===== src/rtl/bin2bcd_seq.sv =====
// bin2bcd_seq: sequential double-dabble binary to packed BCD converter with overflow and leading-zero mask
module bin2bcd_seq #(
   parameter int IN_W   = 27,
   parameter int DIGITS = 8
) (
   input  logic                  clk,
   input  logic                  resetn,
   input  logic                  start,
   input  logic [IN_W-1:0]       bin_in,
   output logic                  busy,
   output logic                  done,
   output logic [4*DIGITS-1:0]   bcd_out,
   output logic                  ovf,
   output logic [DIGITS-1:0]     digit_nz
);
   localparam int CW = $clog2(IN_W + 1);
   localparam int SW = 4 * (DIGITS + 1);
   typedef enum logic [1:0] {IDLE, SHIFT, DONE} state_t;
   state_t              state_q, state_d;
   logic [IN_W-1:0]     sr_q, sr_d;
   logic [SW-1:0]       dig_q, dig_d, dig_adj;
   logic [CW-1:0]       cnt_q, cnt_d;
   logic [4*DIGITS-1:0] bcd_q, bcd_d, res;
   logic                ovf_q, ovf_d, ovf_res, done_q, done_d;
   logic [DIGITS-1:0]   nz_q, nz_d, nz_res;
   logic [SW+IN_W-1:0]  shifted;
   logic                run;
   // one double-dabble step plus the result the step would publish if it is the last one
   always_comb begin
      dig_adj = '0;
      for (int i = 0; i < DIGITS + 1; i++)
         dig_adj[4*i+:4] = (dig_q[4*i+:4] >= 4'd5) ? dig_q[4*i+:4] + 4'd3 : dig_q[4*i+:4];
      shifted = {dig_adj[SW-2:0], sr_q, 1'b0};
      ovf_res = dig_adj[SW-1] | (|shifted[SW+IN_W-1 -: 4]);
      res     = ovf_res ? {DIGITS{4'h9}} : shifted[IN_W +: 4*DIGITS];
      run     = 1'b0;
      nz_res  = '0;
      for (int i = DIGITS - 1; i >= 0; i--) begin
         run       = run | (|res[4*i+:4]);
         nz_res[i] = run;
      end
      nz_res[0] = 1'b1;
   end
   // next-state and datapath update for IDLE -> SHIFT -> DONE
   always_comb begin
      state_d = state_q;
      sr_d    = sr_q;
      dig_d   = dig_q;
      cnt_d   = cnt_q;
      bcd_d   = bcd_q;
      ovf_d   = ovf_q;
      nz_d    = nz_q;
      done_d  = 1'b0;
      case (state_q)
         IDLE: if (start) begin
            sr_d    = bin_in;
            dig_d   = '0;
            cnt_d   = '0;
            state_d = SHIFT;
         end
         SHIFT: begin
            dig_d = shifted[SW+IN_W-1:IN_W];
            sr_d  = shifted[IN_W-1:0];
            cnt_d = cnt_q + 1'b1;
            if (cnt_q == CW'(IN_W - 1)) begin
               bcd_d   = res;
               ovf_d   = ovf_res;
               nz_d    = nz_res;
               done_d  = 1'b1;
               state_d = DONE;
            end
         end
         default: state_d = IDLE;
      endcase
   end
   // state and output registers, cleared asynchronously
   always_ff @(posedge clk or negedge resetn) begin
      if (!resetn) begin
         state_q <= IDLE;
         sr_q    <= '0;
         dig_q   <= '0;
         cnt_q   <= '0;
         bcd_q   <= '0;
         ovf_q   <= 1'b0;
         nz_q    <= DIGITS'(1);
         done_q  <= 1'b0;
      end else begin
         state_q <= state_d;
         sr_q    <= sr_d;
         dig_q   <= dig_d;
         cnt_q   <= cnt_d;
         bcd_q   <= bcd_d;
         ovf_q   <= ovf_d;
         nz_q    <= nz_d;
         done_q  <= done_d;
      end
   end
   assign busy     = (state_q == SHIFT);
   assign done     = done_q;
   assign bcd_out  = bcd_q;
   assign ovf      = ovf_q;
   assign digit_nz = nz_q;
endmodule

===== config.mk =====
export PLATFORM = sky130hd
export DESIGN_NAME = bin2bcd_seq
export DESIGN_NICKNAME = d
export VERILOG_FILES = /design/src/rtl/bin2bcd_seq.sv
export SDC_FILE = /design/constraint.sdc
export NUM_CORES = 1
export LEC_CHECK = 0
export CAP_MARGIN = 0
export CORE_ASPECT_RATIO = 1.2
export CORE_MARGIN = 1
export CORE_UTILIZATION = 59
export CTS_CLUSTER_SIZE = 14
export DETAILED_ROUTE_END_ITERATION = 10
export GPL_TIMING_DRIVEN = 0
export HOLD_SLACK_MARGIN = 0.12
export PLACE_DENSITY = 0.85
export SLEW_MARGIN = 20
export SYNTH_ARGS = -nofsm -noshare
export SYNTH_HDL_FRONTEND = slang
export SYNTH_SLANG_ARGS = --single-unit

===== constraint.sdc =====
create_clock -name clk -period 6.43 [get_ports clk]
set_clock_uncertainty 0.2 [all_clocks]
set_input_delay 0.643 -clock clk [delete_from_list [all_inputs] [get_ports clk]]
set_output_delay 0.643 -clock clk [all_outputs]
set_load 0.01 [all_outputs]

* After elaboration in Yosys (flattened, before gate mapping)
Cells that the tools add are included.
** Word-level totals
- Bits in registers :: 111
- Word-level logic and storage cells :: 72
** Operators by class
- Order comparisons :: 9
- Equal/unequal tests :: 4
- Bitwise logic cells :: 7
- Mux-type cells :: 21
- Add/sub/neg operators :: 10
- Reduce and logical (&&, ||, !) cells :: 13
** Operator list (number)
- $pmux W36 S2 :: 1
- $pmux W27 S2 :: 1
- $add A4 B2 Y4 const B :: 9
- $ge A4 B3 Y1 const B :: 9
- $mux W36 :: 1
- $mux W4 :: 9
- $mux W32 :: 1
- $reduce_or A4 Y1 :: 8
- $mux W27 :: 1
- $pmux W5 S2 :: 1
- $or A1 B1 Y1 :: 7
- $reduce_and A2 Y1 :: 3
- $add A5 B1 Y5 const B :: 1
- $eq A5 B5 Y1 const B :: 1
- $mux W5 :: 1
- $mux W2 :: 2
- $pmux W2 S2 :: 1
- $eq A2 B1 Y1 const B :: 1
- $logic_not A2 Y1 :: 1
- $mux W1 :: 2
- $ne A2 B1 Y1 const B :: 1
- $ne A2 B2 Y1 const B :: 1
- $reduce_bool A2 Y1 :: 1

* Depth between registers and ports, before layout
- Word-level depth :: 12
- Depth in mapped cells :: 8
- Gate-level depth less buffers :: 8

* Worst setup path before layout
No wires, ideal clock.
- Kind :: register to register
- Start point :: reg dig_q[20]
- End point :: reg nz_q[1] (netlist: digit_nz[1])
- Clock period less this slack :: 2299 ps
- Data arrival time :: 1973 ps
- Buffers on the path :: 0
- Stages on the path, launching flop included :: 9
- Path slack :: 4131 ps
- Setup time :: 126 ps
- Path through :: dfrtp_1 inv_1 ha_1 nor2b_1 o21bai_1 mux2i_1 and4_1 nand3_2 o32a_1
** On the way
- Cells in the longest elaborated chain, start to end :: 10
** RTL lines
- from (decl) :: RTL line 21 : logic [SW-1:0] dig_q, dig_d, dig_adj;
- from (signal assigned) :: RTL line 90 : dig_q <= dig_d;
- $add A4 B2 Y4 or $ge A4 B3 Y1 (tied branches) :: RTL line 32 : dig_adj[4*i+:4] = (dig_q[4*i+:4] >= 4'd5) ? dig_q[4*i+:4] + 4'd3 : dig_q[4*i+:4];
- $mux W4 * :: RTL line 32
- $mux W32 * :: RTL line 35 : res = ovf_res ? {DIGITS{4'h9}} : shifted[IN_W +: 4*DIGITS];
- $reduce_or A4 Y1 :: RTL line 39 : run = run | (|res[4*i+:4]);
- $or A1 B1 Y1 :: RTL line 39
- $or A1 B1 Y1 * (5 in series) :: RTL line 39
- to (signal assigned) :: RTL line 94 : nz_q <= nz_d;
- to (decl) :: RTL line 25 : logic [DIGITS-1:0] nz_q, nz_d, nz_res;
Mark *: on every way between the ends. The rest lies on a longest branch, timed or not.
A chain may end at the register's enable or synchronous reset.

* Worst setup path in the final report
- Start point :: reg state_q[1]
- End point :: out busy
** On the way
- Cells in the longest elaborated chain, start to end :: 1
** RTL lines
- from (decl) :: RTL line 19 : state_t state_q, state_d;
- from (signal assigned) :: RTL line 88 : state_q <= state_d;
- $eq A2 B1 Y1 :: RTL line 98 : assign busy = (state_q == SHIFT);
- to (decl) :: RTL line 10 : output logic busy,
No other way between the ends.

==> flow_summary.yaml <==
clocking:
  clkSinkCount: 111
  cts_buffers: 9
  h-tree-depth: 3
  cts.clk_slew.worst_paths_ns: 0.10
  clk_latency_ns: 0.38
  cts_tree: "built"
  cts_buffer_depth: 2
  cts-root-buf: "clkbuf_8"
timing:
  grt_setup_unrepaired: "no"
  timing.final.crit_share_pct: 50.6
  setup_tns_ns: 0
  worstMarginPinSlew_ns: 0.753
  slew_viol_final: 0
  fin_ws_ns: 3.18
  setup_viol: 0
  max_freq_mhz: 308
  holdWs_ns: 0.286
  timing.max_slew.rel_slack_pct: 49.8
  hold_violations: 0
  min_period_ns: 3.25
die:
  io_pins: 73
  rows: 38
  fp.coreArea_sq_um: 9030
  fp.dieH_microns: 107
  die_area_sq_um: 9660
  die_x_microns: 89.9
  initial_utilization_pct: 60.6
global_routing:
  global_route.usage.met2_pct: 51.6
  antenna_found_initial: 0
  grt_pass1_vias: 4711
  grt_pass1_wl_microns: 22300
  top_usage_layer: "met2"
  overflow: 0
  grt_max_degree: 73
  grtUsageTotal_pct: 29.6
  use_met3_pct: 4.10
  grt_util_met1_pct: 35.9
critical_path:
  arrival_ns: 2.41
  r2r_cells: 8
  critPathTopFamily: "buffers and inverters"
  cp-endpoint: "busy"
  cp-startpoint: "state_q[1]"
  crit_path_end_kind: "primary output"
  crit_buf_inv: 4
  critPathMaxFanout: 10
  worstSetupStartpointType: "register"
  path_depth: 5
  r2r_start: "dig_q[32]"
  slowest_delay_ns: 0.65
  crit_type: "reg -> out"
  cp_cell_sequence: "nand2b_1, buf_2, inv_2, clkbuf_1, clkdlybuf4s50_1"
  rr_endpoint: "digit_nz[1]"
  r2r_slack_ns: 3.78
  cp.required_ns: 5.59
  slowest_stage: "clkdlybuf4s50_1"
drt:
  wl_microns: 13300
  drcViolationCount: 0
  drtPass1Iterations: 4
  vias: 4696
  drt_iter0_drc: 300
  via_per_inst: 6.04
  routedWlPerCell_microns: 17.1
  ant_nets: 0
yosys:
  yosysUniqueCellTypes: 52
  synth-async-reset-ratio_pct: 100
  synth_warnings: 0
  syn_nets: 620
  synth_edf_count: 0
  synth_seq_area_share_pct: 50.8
  syn_avg_cell_area_sq_um: 9.60
  synth_flop_cell: "dfrtp_1"
  ys_ff_latch: 111
  syn_inst: 570
  syn_area_sq_um: 5470
placement:
  gp_congestion: 0.890
  dpl.cell_count: 762
  placed_area_sq_um: 6360
  hpwlAfterDp_microns: 9620
  dp_slack_ns: 3.56
  io_buffers: 71
finish:
  fin_nets: 704
  final_cells: 778
  syn2layout_area_growth_pct: 20.6
  fin_area_sq_um: 6600
  fill_cells: 670
  drive_above_1_share_pct: 5.93
  antenna_cells: 0
status:
  status: "finished, final reports clean"
job:
  drv_cap: 0
power:
  p_per_area_nw_per_um2: 487
  peakVddDrop_mv: 0.236
  p_leak_nw: 2.78
min_path:
  worstHoldPathType: "reg -> reg"
  worstHoldStart: "digit_nz[7]"
[routing by layer]
metal	wire length (microns)	vias up
met4	485	0
met5	0	-
met1	5360	2316
met3	737	38
li1	-	2166
met2	6740	176
[area by class of cell]
class	count	area (sq um)	area share, %
tap	120	150	2.27
clock buffer	12	165	2.50
clock inverter	3	65.1	0.986
buffer	29	118	1.78
inverter	26	97.6	1.48
timing repair buffer	73	749	11.4
sequential	111	2780	42.1
multi-input combinational	404	2480	37.5
[stage by stage]
stage / total power [mW] / utilization [%]
4_1_cts: 3.21 / 73.1
5_1_grt: 3.46 / 73.1
2_1_floorplan: 2.20 / -
3_5_place_dp: 2.73 / 70.4
6_report: 3.22 / 73.1
3_3_place_gp: 2.62 / 70.1
[synth_stat cells (3+ instances only)]
cell type  number  area (sq um)
dfrtp_1       111          2780
o21ai_0        82           410
nand2_1        72           270
a21oi_1        33           165
nor2_1         30           113
a22oi_1        26           195
inv_1          23          86.3
clkbuf_1       20          75.1
ha_1           20           250
a22o_1         18           158
nor2b_1        15          93.8
nor3_1         14          70.1
nand2b_1        9          56.3
xnor2_1         9          78.8
nor3b_1         8          60.1
a31oi_1         6          37.5
buf_1           4          15.0
buf_2           4          20.0
nand3_1         4          20.0
nand3b_1        4          30.0
nand4_1         4          25.0
o21ai_1         4          20.0
o21bai_1        4          30.0
a21boi_0        3          22.5
a21o_1          3          22.5
and3_1          3          18.8
inv_2           3          11.3
mux2_2          3          33.8
mux2i_1         3          30.0
[state kept, by name, summed over array words and instances, names as in the netlist]
name / flops
dig_q: 36
bcd_out: 32
sr_q: 27
digit_nz: 7
cnt_q: 5
state_q: 2
done: 1
ovf: 1
[how the worst min path moves through the flow]
stage	to	slack (ns)	cells past startpoint
3_5_place_dp	digit_nz[7]	0.27	1
3_3_place_gp	digit_nz[7]	0.26	1
5_1_grt	bcd_out[14]	0.32	2
4_1_cts	digit_nz[7]	0.29	1
6_report	digit_nz[7]	0.29	1
2_1_floorplan	bcd_out[0]	0.15	0
[where the power goes]
part / total, mW / switching, mW / leakage [nW] / internal, mW
clock network: 0.481 / 0.232 / 0.118 / 0.249
logic: 1.51 / 0.840 / 1.33 / 0.671
registers: 1.22 / 0.252 / 1.34 / 0.972
total: 3.22 / 1.32 / 2.78 / 1.89
[cells in the final DEF, fill, tap and decap left out, types with 3 or more instances in the layout]
cell type / Yosys / routed
dfrtp_1: 111 / 111
o21ai_0: 82 / 82
nand2_1: 72 / 72
clkdlybuf4s50_1: 0 / 70
a21oi_1: 33 / 33
nor2_1: 30 / 30
a22oi_1: 26 / 26
inv_1: 23 / 23
clkbuf_1: 20 / 20
ha_1: 20 / 20
a22o_1: 18 / 18
nor2b_1: 15 / 15
nor3_1: 14 / 14
clkbuf_8: 0 / 12
nand2b_1: 9 / 9
xnor2_1: 9 / 9
nor3b_1: 8 / 8
a31oi_1: 6 / 6
buf_2: 4 / 4
buf_1: 4 / 4
o21bai_1: 4 / 4
o21ai_1: 4 / 4
nand3_1: 4 / 4
nand4_1: 4 / 4
nand3b_1: 4 / 4
inv_2: 3 / 3
a21o_1: 3 / 3
mux2i_1: 3 / 3
mux2_2: 3 / 3
a21boi_0: 3 / 3
and3_1: 3 / 3
[what timing repair did]
action                    in CTS  in global routing
hold buffers                   1                  0
resized for setup              0                  0
setup buffers                  0                  0
hold endpoints to repair      39                  0
[kinds of logic after synthesis]
kind of cell / count (synthesis) / synth area share, %
AOI/OAI and AO/OA: 191 / 21.6
and+or+nand+nor: 177 / 16.5
DFF: 111 / 50.8
buffers and inverters: 55 / 3.93
adders and majority gates: 20 / 4.57
xor gates and xnor gates: 9 / 1.44
muxes: 6 / 1.17
other: 1 / 0.0685
Power figures use the tool's default switching activity.
